## src/rtl/mc_defs.sv

```systemverilog
// ============================================================================
//  Module      : mc_defs (package)
//  Description : Shared definitions for the multi-cycle MIPS control path and
//                datapath: state codes, opcode/funct values, mux-select and
//                ALU encodings, and the one-hot instruction-class layout.
//  Revision    : 1.0 - initial release
// ============================================================================
`default_nettype none

package mc_defs;

    // Controller state codes (3-bit state register).
    localparam logic [2:0] c_ST_IF  = 3'd0;
    localparam logic [2:0] c_ST_DCD = 3'd1;
    localparam logic [2:0] c_ST_EXE = 3'd2;
    localparam logic [2:0] c_ST_MEM = 3'd3;
    localparam logic [2:0] c_ST_WB  = 3'd4;

    // Opcodes (IR[31:26]).
    localparam logic [5:0] c_OP_RTYPE = 6'b000000;
    localparam logic [5:0] c_OP_ORI   = 6'b001101;
    localparam logic [5:0] c_OP_LW    = 6'b100011;
    localparam logic [5:0] c_OP_SW    = 6'b101011;
    localparam logic [5:0] c_OP_BEQ   = 6'b000100;
    localparam logic [5:0] c_OP_LUI   = 6'b001111;
    localparam logic [5:0] c_OP_JAL   = 6'b000011;

    // R-type function codes (IR[5:0]).
    localparam logic [5:0] c_FN_ADDU = 6'b100001;
    localparam logic [5:0] c_FN_SUBU = 6'b100011;
    localparam logic [5:0] c_FN_JR   = 6'b001000;

    // ALUCtrl encodings.
    localparam logic [2:0] c_ALU_ADD = 3'b000;
    localparam logic [2:0] c_ALU_SUB = 3'b001;
    localparam logic [2:0] c_ALU_OR  = 3'b010;
    localparam logic [2:0] c_ALU_LUI = 3'b011;

    // RegDst encodings.
    localparam logic [1:0] c_DST_RT = 2'b00;
    localparam logic [1:0] c_DST_RD = 2'b01;
    localparam logic [1:0] c_DST_RA = 2'b10;

    // RegSrc encodings.
    localparam logic [1:0] c_SRC_ALU = 2'b00;
    localparam logic [1:0] c_SRC_MEM = 2'b01;
    localparam logic [1:0] c_SRC_PC  = 2'b10;

    // nPC_sel encodings.
    localparam logic [1:0] c_NPC_SEQ = 2'b00;
    localparam logic [1:0] c_NPC_BR  = 2'b01;
    localparam logic [1:0] c_NPC_JMP = 2'b10;
    localparam logic [1:0] c_NPC_REG = 2'b11;

    // One-hot instruction class. The R-type ALU class is split into its add
    // and subtract members so the controller needs nothing but the class.
    localparam int c_CLS_W    = 10;
    localparam int c_CLS_ADDU = 0;
    localparam int c_CLS_SUBU = 1;
    localparam int c_CLS_ORI  = 2;
    localparam int c_CLS_LUI  = 3;
    localparam int c_CLS_LW   = 4;
    localparam int c_CLS_SW   = 5;
    localparam int c_CLS_BEQ  = 6;
    localparam int c_CLS_JAL  = 7;
    localparam int c_CLS_JR   = 8;
    localparam int c_CLS_NOP  = 9;

    typedef logic [c_CLS_W-1:0] instrClass_t;

endpackage

`default_nettype wire

```

## src/rtl/instr_decode.sv

```systemverilog
// ============================================================================
//  Module      : instr_decode
//  Description : Combinational decode of opcode/funct into a one-hot
//                instruction class. Any unsupported encoding maps to nop.
//  Ports       : i_opcode  - IR[31:26]
//                i_funct   - IR[5:0]
//                o_class   - one-hot class (exactly one bit set)
//  Revision    : 1.0 - initial release
// ============================================================================
`default_nettype none

module instr_decode
    import mc_defs::*;
(
    input  logic [5:0]  i_opcode,
    input  logic [5:0]  i_funct,
    output instrClass_t o_class
);

    always_comb begin
        o_class = '0;
        case (i_opcode)
            c_OP_RTYPE: begin
                case (i_funct)
                    c_FN_ADDU: o_class[c_CLS_ADDU] = 1'b1;
                    c_FN_SUBU: o_class[c_CLS_SUBU] = 1'b1;
                    c_FN_JR:   o_class[c_CLS_JR]   = 1'b1;
                    default:   o_class[c_CLS_NOP]  = 1'b1;
                endcase
            end
            c_OP_ORI: o_class[c_CLS_ORI] = 1'b1;
            c_OP_LUI: o_class[c_CLS_LUI] = 1'b1;
            c_OP_LW:  o_class[c_CLS_LW]  = 1'b1;
            c_OP_SW:  o_class[c_CLS_SW]  = 1'b1;
            c_OP_BEQ: o_class[c_CLS_BEQ] = 1'b1;
            c_OP_JAL: o_class[c_CLS_JAL] = 1'b1;
            default:  o_class[c_CLS_NOP] = 1'b1;
        endcase
    end

endmodule

`default_nettype wire

```

## src/rtl/multicycle_ctrl.sv

```systemverilog
// ============================================================================
//  Module      : multicycle_ctrl
//  Description : Multi-cycle MIPS control FSM (IF/DCD/EXE/MEM/WB). Outputs
//                decode combinationally from the state register and the
//                decoded instruction class; the 3-bit state is the only
//                storage.
//  Ports       : clk, reset (async, active-high -> IF)
//                opcode, funct        - latched instruction fields
//                zero                 - ALU equal flag (EXE)
//                mem_ready            - shared memory port completes access
//                PCWr, IRWr, RegWrite, MemWrite - write enables
//                RegDst, RegSrc, ALUSrc, ExtOp, ALUCtrl, nPC_sel - selects
//                instr_done           - pulse on last cycle of instruction
//                state                - current state (debug)
//  Revision    : 1.0 - initial release
// ============================================================================
`default_nettype none

module multicycle_ctrl
    import mc_defs::*;
(
    input  logic       clk,
    input  logic       reset,
    input  logic [5:0] opcode,
    input  logic [5:0] funct,
    input  logic       zero,
    input  logic       mem_ready,
    output logic       PCWr,
    output logic       IRWr,
    output logic       RegWrite,
    output logic       MemWrite,
    output logic [1:0] RegDst,
    output logic [1:0] RegSrc,
    output logic       ALUSrc,
    output logic       ExtOp,
    output logic [2:0] ALUCtrl,
    output logic [1:0] nPC_sel,
    output logic       instr_done,
    output logic [2:0] state
);

    logic [2:0]  r_state;
    logic [2:0]  w_nextState;
    instrClass_t w_class;
    logic        w_finishInDcd;

    instr_decode u_decode (
        .i_opcode (opcode),
        .i_funct  (funct),
        .o_class  (w_class)
    );

    // jal, jr and nop complete entirely in DCD.
    assign w_finishInDcd = w_class[c_CLS_JAL] | w_class[c_CLS_JR] | w_class[c_CLS_NOP];

    always_ff @(posedge clk or posedge reset) begin
        if (reset) begin
            r_state <= c_ST_IF;
        end else begin
            r_state <= w_nextState;
        end
    end

    assign state = r_state;

    always_comb begin
        w_nextState = c_ST_IF;
        PCWr        = 1'b0;
        IRWr        = 1'b0;
        RegWrite    = 1'b0;
        MemWrite    = 1'b0;
        RegDst      = c_DST_RT;
        RegSrc      = c_SRC_ALU;
        ALUSrc      = 1'b0;
        ExtOp       = 1'b0;
        ALUCtrl     = c_ALU_ADD;
        nPC_sel     = c_NPC_SEQ;
        instr_done  = 1'b0;

        // Selects stay constant from DCD to the end of the instruction so
        // the datapath sees stable inputs. IR is not valid yet during IF.
        if (r_state != c_ST_IF) begin
            if (w_class[c_CLS_ADDU]) begin
                RegDst = c_DST_RD;
            end
            if (w_class[c_CLS_SUBU]) begin
                ALUCtrl = c_ALU_SUB;
                RegDst  = c_DST_RD;
            end
            if (w_class[c_CLS_ORI]) begin
                ALUCtrl = c_ALU_OR;
                ALUSrc  = 1'b1;
            end
            if (w_class[c_CLS_LUI]) begin
                ALUCtrl = c_ALU_LUI;
                ALUSrc  = 1'b1;
            end
            if (w_class[c_CLS_LW] | w_class[c_CLS_SW]) begin
                ALUSrc = 1'b1;
                ExtOp  = 1'b1;
            end
            if (w_class[c_CLS_LW]) begin
                RegSrc = c_SRC_MEM;
            end
            if (w_class[c_CLS_BEQ]) begin
                ALUCtrl = c_ALU_SUB;
                ExtOp   = 1'b1;
                nPC_sel = c_NPC_BR;
            end
            if (w_class[c_CLS_JAL]) begin
                RegDst  = c_DST_RA;
                RegSrc  = c_SRC_PC;
                nPC_sel = c_NPC_JMP;
            end
            if (w_class[c_CLS_JR]) begin
                nPC_sel = c_NPC_REG;
            end
        end

        case (r_state)
            c_ST_IF: begin
                IRWr        = 1'b1;
                PCWr        = mem_ready;
                w_nextState = mem_ready ? c_ST_DCD : c_ST_IF;
            end
            c_ST_DCD: begin
                PCWr        = w_class[c_CLS_JAL] | w_class[c_CLS_JR];
                RegWrite    = w_class[c_CLS_JAL];
                instr_done  = w_finishInDcd;
                w_nextState = w_finishInDcd ? c_ST_IF : c_ST_EXE;
            end
            c_ST_EXE: begin
                PCWr       = w_class[c_CLS_BEQ] & zero;
                instr_done = w_class[c_CLS_BEQ];
                if (w_class[c_CLS_BEQ]) begin
                    w_nextState = c_ST_IF;
                end else if (w_class[c_CLS_LW] | w_class[c_CLS_SW]) begin
                    w_nextState = c_ST_MEM;
                end else begin
                    w_nextState = c_ST_WB;
                end
            end
            c_ST_MEM: begin
                MemWrite   = w_class[c_CLS_SW];
                instr_done = w_class[c_CLS_SW] & mem_ready;
                if (!mem_ready) begin
                    w_nextState = c_ST_MEM;
                end else if (w_class[c_CLS_SW]) begin
                    w_nextState = c_ST_IF;
                end else begin
                    w_nextState = c_ST_WB;
                end
            end
            c_ST_WB: begin
                RegWrite    = 1'b1;
                instr_done  = 1'b1;
                w_nextState = c_ST_IF;
            end
            default: begin
                w_nextState = c_ST_IF;
            end
        endcase
    end

endmodule

`default_nettype wire

```

## config.mk

```make
export PLATFORM = sky130hd
export DESIGN_NAME = multicycle_ctrl
export DESIGN_NICKNAME = d
export VERILOG_FILES = /design/src/rtl/mc_defs.sv /design/src/rtl/instr_decode.sv /design/src/rtl/multicycle_ctrl.sv
export SDC_FILE = /design/constraint.sdc
export NUM_CORES = 1
export LEC_CHECK = 0
export CAP_MARGIN = 30
export CORE_MARGIN = 4
export CORE_UTILIZATION = 36
export CTS_CLUSTER_DIAMETER = 100
export CTS_CLUSTER_SIZE = 20
export DETAILED_ROUTE_END_ITERATION = 8
export GPL_ROUTABILITY_DRIVEN = 1
export PLACE_DENSITY = 0.85
export SLEW_MARGIN = 10
export SYNTH_ARGS = -nofsm -noshare
export SYNTH_HDL_FRONTEND = slang
export SYNTH_SLANG_ARGS = --single-unit
```

## constraint.sdc

```tcl
create_clock -name clk -period 2.81 [get_ports clk]
set_clock_uncertainty 0.2 [all_clocks]
set_input_delay 0.562 -clock clk [delete_from_list [all_inputs] [get_ports clk]]
set_output_delay 0.562 -clock clk [all_outputs]
set_load 0.02 [all_outputs]
```

# Word-level counts from Yosys, hierarchy flattened

Index checks and enable logic that the tools add are counted.

Register bits: 3
Latch bits: 0
Bits in writable memories: 0
ROM bits: 0
Bits of input ports: 16
Output and inout port bits: 19
Logic and storage cells: 72
Memories kept: 0

Add/sub/neg operators: 0
Multipliers: 0
Divide/modulo/power cells: 0
Order comparisons: 0
Equality and inequality tests: 13
Shift operators: 0
Multiplexer cells: 48
Bitwise operators: 5
Reduce and logical (&&, ||, !) cells: 5

Operators with widths:

| kind                                          | count |
|---|---|
| 2-to-1 mux 1 bit                              | 25 |
| == test 6 bit, second input constant          | 4 |
| 2-to-1 mux 3 bit                              | 8 |
| 2-to-1 mux 2 bit                              | 10 |
| == test 6 x 4 -> 1 bit, second input constant | 3 |
| one-hot mux 3 bit (4 select lines)            | 1 |
| == test 3 x 2 -> 1 bit, second input constant | 2 |
| == test 6 x 2 -> 1 bit, second input constant | 1 |
| == test 6 x 3 -> 1 bit, second input constant | 1 |
| logical NOT 6 bit                             | 1 |
| OR reduction 6 bit                            | 1 |
| one-hot mux 1 bit (2 select lines)            | 2 |
| one-hot mux 1 bit (4 select lines)            | 1 |
| == test 3 x 1 -> 1 bit, second input constant | 1 |
| == test 3 bit, second input constant          | 1 |
| logical NOT 3 bit                             | 1 |
| bitwise OR 1 bit                              | 3 |
| one-hot mux 1 bit (3 select lines)            | 1 |
| nonzero test 3 bit                            | 1 |
| OR reduction 3 bit                            | 1 |
| AND 1 bit                                     | 2 |

# Longest topological paths before layout

Gate-level depths: netlist of the first run.

Depth after elaboration: 8
Gate-level depth with buffers: 5
Mapped depth without buffers: 4

# Cells and area by module

Synthesis of the first run repeated with hierarchy kept, for this count alone.

Cells, all modules: 85
Area total of the unflattened synthesis: 553.0 µm²

Modules (own cells, without submodules):

| module          | instances | cells each | area each (µm²) | seq. area each (µm²) |
|---|---|---|---|---|
| multicycle_ctrl | 1         | 57         | 391.6           | 75.1 |
| instr_decode    | 1         | 28         | 161.4           | 0.0 |

# Least setup slack after synthesis of the first run

No wires, ideal clock.

Path type: reg2out
From: register r_state[0] (netlist: state[0])
To: output RegSrc[1]
Data arrival time: 2125 ps
Data required time: 2048 ps
Path slack: -77 ps
Stages on the path, launching flop included: 5
Path buffers: 2
Cells stage by stage: dfrtp_1 buf_6 nor3_1 nor4_1 buf_4

Word-level cells in the longest chain between the ends: 2

Ends and longest elaborated chain:

| item                     | line                  | text |
|---|---|---|
| start: declaration       | multicycle_ctrl.sv:42 | `logic [2:0] r_state;` |
| start signal: assignment | multicycle_ctrl.sv:58 | `r_state <= c_ST_IF;` |
| start signal: assignment | multicycle_ctrl.sv:60 | `r_state <= w_nextState;` |
| nonzero test 3 bit       | multicycle_ctrl.sv:82 | `if (r_state != c_ST_IF) begin` |
| 2-to-1 mux 2 bit         | multicycle_ctrl.sv:82 |  |
| end: declaration         | multicycle_ctrl.sv:33 | `output logic [1:0] RegSrc,` |

Every way passes these cells.

# Worst setup path after layout of the first run

From: input funct[5]
To: output instr_done

Word-level cells in the longest chain between the ends: 6
Elaborated cells on any way between the ends: 11
Classes of those cells: eq/ne (3); mux (5); bitwise (2); reduce/logical (1)

Ends and longest elaborated chain:

| item                                                                   | line                                      | text |
|---|---|---|
| start: declaration                                                     | multicycle_ctrl.sv:25                     | `input logic [5:0] funct,` |
| == test 6 bit or == test 6 x 4 -> 1 bit (tied branches)                | instr_decode.sv:24                        | `case (i_funct)` |
| OR reduction 3 bit (no line) or 2-to-1 mux 1 bit (tied branches)       | n/a                                       |  |
| 2-to-1 mux 1 bit (on tied branches)                                    | instr_decode.sv:24, instr_decode.sv:22    |  |
| one-hot mux 1 bit (2 select lines) or bitwise OR 1 bit (tied branches) | instr_decode.sv:22, multicycle_ctrl.sv:54 |  |
| bitwise OR 1 bit *                                                     | multicycle_ctrl.sv:54                     | `assign w_finishInDcd = w_class[c_CLS_JAL] \| w_class[c_CLS_JR] \| w_class[c_CLS_NOP];` |
| one-hot mux 1 bit (4 select lines) *                                   | multicycle_ctrl.sv:120                    | `case (r_state)` |
| end: declaration                                                       | multicycle_ctrl.sv:38                     | `output logic instr_done,` |

Every way passes the cells marked *; elsewhere a longest branch is shown, timed or not.

==> results of run 1 <==
-- layout make-up --
class / instances / share of cell area, %
clock buffers: 4 / 2.21
inverters: 2 / 0.632
multi-input cells: 67 / 45.6
flip-flops and latches: 3 / 6.32
well taps: 16 / 1.68
repair buffers: 63 / 43.6
-- synth_stat cells, types with 2 or more instances --
cell      number  area [sq um]
nand3_1        2          10.0
nand3b_1       3          22.5
o21ai_0        4          20.0
nand4b_1       3          26.3
buf_6          3          33.8
nand2_1        5          18.8
nor3_1         6          30.0
nor2b_1        3          18.8
and4b_1        2          20.0
a21oi_1        5          25.0
and2_1         2          12.5
inv_1          2          7.51
nor3b_1        2          15.0
and3_1         2          12.5
and4_1         2          17.5
dfrtp_1        3          75.1
buf_4          3          22.5
nor2_1         7          26.3
-- cell usage in the layout (no fill, tap or decap), drive strengths merged, types with 3 or more instances in the layout --
master	instances
buf	41
clkdlybuf4s50	11
clkbuf	8
nor2	7
nor3	6
nand2	5
a21oi	5
o21ai	4
nor2b	3
nand3b	3
nand4b	3
dlygate4sd2	3
dfrtp	3
and3	3
and2	3
-- worst max path at each step --
stage / start / to / slack, ns
after detailed placement: opcode[5] / instr_done / -0.97
after CTS: opcode[5] / instr_done / -0.05
after floorplan: opcode[5] / instr_done / 0.02
after global routing: funct[5] / instr_done / -0.09
after global placement: opcode[5] / instr_done / -0.80
final: funct[5] / instr_done / -0.05
-- power by group through the flow --
stage	clock network [W]	registers, W	logic [W]
final	0.0000773	0.0000547	0.000156
after global routing	0.0000866	0.0000551	0.000163
after CTS	0.0000740	0.0000529	0.000142
after detailed placement	0	0.0000535	0.000131
after global placement	0	0.0000530	0.000127
after floorplan	0	0.0000521	0.0000623
-- through the flow --
stage	cell area, sq um	power (W)	TNS (ns)	hold WS [ns]
2_1_floorplan	589	0.000114	0	0.116
3_3_place_gp	1030	0.000180	-6.66	0.390
5_1_grt	1190	0.000305	-0.107	0.311
6_report	1190	0.000288	-0.0481	0.311
4_1_cts	1170	0.000269	-0.0473	0.332
3_5_place_dp	1030	0.000184	-7.41	0.404
-- logic make-up (layout without fill, tap and decap cells) --
| group | after synthesis | count (layout) | synth area share (%) |
|---|---|---|---|
| buffers and inverters | 9 | 69 | 13.1 |
| DFF | 3 | 3 | 12.8 |
| muxes | 1 | 1 | 1.71 |
| other | 1 | 1 | 0.642 |
| AOI/OAI and AO/OA | 16 | 16 | 18.4 |
| and+or+nand+nor | 49 | 49 | 53.3 |
-- repair_timing --
action                     in CTS  in global routing
gates resized for setup        81                 20
pin swaps                       4                  7
setup endpoints to repair      14                 10
setup buffers                   6                  3
-- layer usage --
metal / vias to the layer above / track usage, % / share of wire (%)
li1: 424 / - / -
met1: 462 / 33.0 / 38
met2: 84 / 45.3 / 47
met3: 29 / 1.85 / 8.9
met4: 0 / 18.3 / 6.1
met5: - / 0 / 0
==> impl_results.md, run 1 <==
- TritonCTS Buffers: 3
- Fin. Hold Viols: 0
- Asr flop ratio synth: 100%
- Worst-path fanout max: 3
- # diodes: 0
- Initial Util: 38.3%
- Clock Power Share: 26.8%
- Reg area: about 75 sq um
- Inst Count DP: around 140
- Antenna violations before repair: 0
- Mapped Cells: 79
- Slowest cell on the critical path: clkdlybuf4s50_1
- Fin util: 78.0%
- Vias: 999
- Clock Sinks: 3
- Total grt overflow: 0
- Synthesized cell area: 584 sq um
- Root buf cell: clkbuf_4
- R2r endpoint: state[1]$_DFF_PP0_
- CP arrival: 2.10 ns
- Max reg flops: 3
- Critical path depth: 5
- Routed vias/inst: 6.45
- Final setup margin: -0.0481 ns
- Non-filler cells, final: 155
- Net Sw Power: 0.000112 W
- Area of the multi-input gates: ~540 sq um
- Max incr delay on CP: 0.53 ns
- First-pass GRT wire length: around 4.4 mm
- Critical path cell sequence: clkdlybuf4s50_1 > nand4b_1 > a2111oi_4 > o221ai_1 > buf_4
- DR WL/cell: 21.2 microns
- EDFF count, synth: 0
- CTS max path bufs: 2
- Min cycle time layout: roughly 2.9 ns
- H-tree level count: 1
- Min-delay worst type: in -> async
- P&R area growth vs syn: 103%
- Max Freq: roughly 350 MHz
- PwrDens: 243 nW/um^2
- Final setup vio count: 1
- Fill cell count: 99
- Largest net degree at the start of global routing: 12
- Post-route DRC: 0
- Synthesized flop and latch total: 3
- Comb pwr share: ~54%
- Row count: 14
- Hold Buf Count CTS: 0
- Seq pwr share: 19.0%
- Die footprint: 2330 sq um
- Status: finished with violations
- Die Ht: 48.3 microns
- Pleak: 0.538 nW
- Vias in the first global route: 942
- Ports: 35
- Mapped Avg Cell Area: 7.40 sq um
- Reg2reg path depth: 5
- Int Power: 0.000177 W
- Final Max Slew Viols: 0
- GPL Wtd Cong: 0.844
- DP HPWL: 1.72 mm
- Critical path class: in -> out
- Yosys warns: 0
- CTS clock-pin slew for the worst setup and hold paths: 0.04 ns
- CTS tree: built
- Setup WS pre-CTS: -0.966 ns
- Post-synthesis sequential area ratio: between 10% and 20%
- Detailed Route WL: 3.28 mm
- Violated checks: negative setup slack
- GRT Util Overall: 27.2%
- Netlist cell types: 38
- Max IR drop VDD: 0.222 mV
- Port Buf Inserts: 33
- Drt pass-1 iters: 4
- Skew-Pair Late Insertion Delay: about 0.24 ns
- Reg2reg setup slack: 0.89 ns
- Fin crit share: 102%
- Synth Flop Type: dfrtp_1
- CP Buf/Inv Count: 2
- Cell family with most CP delay: buffers and inverters
- Net Count, Synth: 95
- Crit. End Element: output pin
- Sw Share: 38.8%
- Number of max-cap violations: 0
- Core area: between 1500 and 2000 sq um
- Drt initial violations: 40
- # nets final: 156
- Worst r2r src: state[0]$_DFF_PP0_
- RSZ-0062 raised after global routing: yes
- Die width: 48.3 microns
- Layout cells sized above 1: about half
- Startpoint type of the worst setup path: primary input
- Antenna viol nets, final: 0
- Req. time, crit path: between 2 and 2.5 ns
Power figures use the tool's default switching activity.
==> run 2, diff against run 1 <==
- GPL_TIMING_DRIVEN: not set -> 0
==> impl_results.md, run 2 (synthesis results as in run 1) <==
- Status: complete, no violations (was finished with violations)
- GPL Wtd Cong: 0.761 (was 0.844)
- Drt initial violations: 26 (was 40)
- Max reg flops: 3 (unchanged)
- Placed inst area: 920 sq um (was 1030 sq um)
- # nets final: 139 (was 156)
- DP HPWL: 1.41 mm (was 1.72 mm)
- R2r endpoint: state[1]$_DFF_PP0_ (unchanged)
- Core area: 1520 sq um (unchanged)
- Vias in the first global route: 696 (was 942)
- Hold Buf Count CTS: 0 (unchanged)
- Finished Cell Area: 1070 sq um (was 1190 sq um)
- Startpoint type of the worst setup path: primary input (unchanged)
- GRT Util Overall: 18.1% (was 27.2%)
- Min-delay worst type: in -> async (unchanged)
- CTS max path bufs: 2 (unchanged)
- Antenna violations before repair: 0 (unchanged)
- Post-route DRC: 0 (unchanged)
- P&R area growth vs syn: 83.9% (was 103%)
- Min cycle time layout: 2.81 ns (was 2.86 ns)
- Antenna viol nets, final: 0 (unchanged)
- Critical path class: in -> out (unchanged)
- CTS tree: built (unchanged)
- Fin crit share: 99.9% (was 102%)
- Initial Util: 38.3% (unchanged)
- Total grt overflow: 0 (unchanged)
- Die width: 48.3 microns (unchanged)
- Layout cells sized above 1: 32.0% (was 48.2%)
- Skew-Pair Late Insertion Delay: 0.23 ns (was 0.24 ns)
- Setup WS pre-CTS: -0.940 ns (was -0.966 ns)
- Die footprint: 2330 sq um (unchanged)
- Number of max-cap violations: 0 (unchanged)
- H-tree level count: 1 (unchanged)
- Reg2reg path depth: 5 (unchanged)
- Drt pass-1 iters: 4 (unchanged)
- Commonest non-fill, non-tap cell in the layout: buf_4 (unchanged)
- Max IR drop VDD: 0.205 mV (was 0.222 mV)
- Clock Sinks: 3 (unchanged)
- Final setup margin: 0.00185 ns (was -0.0481 ns)
- Worst-path fanout max: 3 (unchanged)
- Routed vias/inst: 5.96 (was 6.45)
- Fill cell count: 118 (was 99)
- CP arrival: 2.05 ns (was 2.10 ns)
- Max Freq: 356 MHz (was 350 MHz)
- Die Ht: 48.3 microns (unchanged)
- Vias: 822 (was 999)
- # diodes: 0 (unchanged)
- Pleak: 0.511 nW (was 0.538 nW)
- Worst r2r src: state[0]$_DFF_PP0_ (unchanged)
- PwrDens: 248 nW/um^2 (was 243 nW/um^2)
- Reg area: 75.1 sq um (unchanged)
- Ports: 35 (unchanged)
- Fin. Hold Viols: 0 (unchanged)
- DR WL/cell: 16.4 microns (was 21.2 microns)
- TritonCTS Buffers: 3 (unchanged)
- Most frequent cells in the layout: buf_4 (12), clkdlybuf4s50_1 (10), nor2_1 (6), dlymetal6s2s_1 (6), dlygate4sd2_1 (6) (was buf_4 (31), clkdlybuf4s50_1 (11), nor2_1 (6))
- Area of the multi-input gates: 537 sq um (was 542 sq um)
- Row count: 14 (unchanged)
- Final Max Slew Viols: 0 (unchanged)
- Crit. End Element: output pin (unchanged)
- Largest net degree at the start of global routing: 11 (was 12)
- CTS clock-pin slew for the worst setup and hold paths: 0.04 ns (about the same)
- Root buf cell: clkbuf_4 (unchanged)
- Req. time, crit path: 2.05 ns (about the same)
- Detailed Route WL: 2.26 mm (was 3.28 mm)
- Final setup vio count: 0 (was 1)
- Reg2reg setup slack: 1.07 ns (was 0.89 ns)
- WHS: 0.290 ns (was 0.311 ns)
- Port Buf Inserts: 31 (was 33)
- First-pass GRT wire length: 3.00 mm (was 4.38 mm)
run 2: changes by cell type in the layout (fill, tap and decap cells not counted), moves of 3 or more:
| cell | before | now |
|---|---|---|
| buf_2 | 5 | 2 |
| buf_4 | 31 | 12 |
| dlygate4sd2_1 | 3 | 6 |
| dlymetal6s2s_1 | 2 | 6 |
| nor3_2 | 4 | 0 |
run 2: area by class of cell:
| cell class | count | area share (%) |
|---|---|---|
| Clock buffer | 4 | 2.44 |
| Inverter | 2 | 0.698 |
| Multi-Input combinational cell | 67 | 49.9 |
| Buffer | 7 | 6.40 |
| Timing Repair Buffer | 39 | 31.7 |
| Tap cell | 16 | 1.86 |
| Sequential cell | 3 | 6.98 |
run 2: how the worst max path moves through the flow:
| stage | slack (ns) | cells after the start | startpoint | endpoint |
|---|---|---|---|---|
| final | 0.002 | 5 | funct[0] | instr_done |
| after global routing | -0.06 | 6 | funct[0] | PCWr |
| after detailed placement | -0.94 | 6 | opcode[0] | instr_done |
| after floorplan | 0.02 | 5 | opcode[5] | instr_done |
| after CTS | -0.16 | 6 | opcode[0] | instr_done |
| after global placement | -0.95 | 6 | opcode[0] | instr_done |
run 2: per-stage QoR:
step / utilization [%] / total power, W / instances / setup TNS (ns)
6_report: 70.5 / 0.000266 / 138 / 0
5_1_grt: 70.5 / 0.000285 / 138 / -0.112
4_1_cts: 66.9 / 0.000252 / 133 / -0.163
3_5_place_dp: 60.3 / 0.000170 / 126 / -7.73
3_3_place_gp: 60.3 / 0.000167 / 126 / -7.20
2_1_floorplan: - / 0.000114 / 79 / 0
run 2: repair_timing:
item | CTS | global route
endpoints found under the hold margin | 0 | 0
buffers inserted | 3 | 5
setup endpoints to repair | 15 | 10
cloned | 0 | 0
resized for setup | 39 | 25
pin swaps | 2 | 7
run 2: critical path, stage by stage:
cell	delay [ns]
clkdlybuf4s50_1	0.51
nand4b_1	0.22
a2111oi_4	0.45
o221ai_2	0.13
buf_4	0.17
run 2: report_power, final:
group	internal (W)	total, W	switching (W)
Clock	0.0000532	0.0000751	0.0000219
Combinational	0.0000671	0.000142	0.0000754
Sequential	0.0000462	0.0000486	0.00000244
Total	0.000166	0.000266	0.0000997
run 2: per-layer routing:
metal | track usage [%] | wire length [microns]
met2 | 33.3 | 1150
met3 | 3.32 | 168
met4 | 4.30 | 34
met5 | 0 | 0
met1 | 21.2 | 909
==> run 3, diff against run 2 <==
- CTS_CLUSTER_SIZE: 20 -> 30
- HOLD_SLACK_MARGIN: not set -> 0.05
==> results of run 3 <==
Final layout, timing and power as in run 2 (identical DEF).
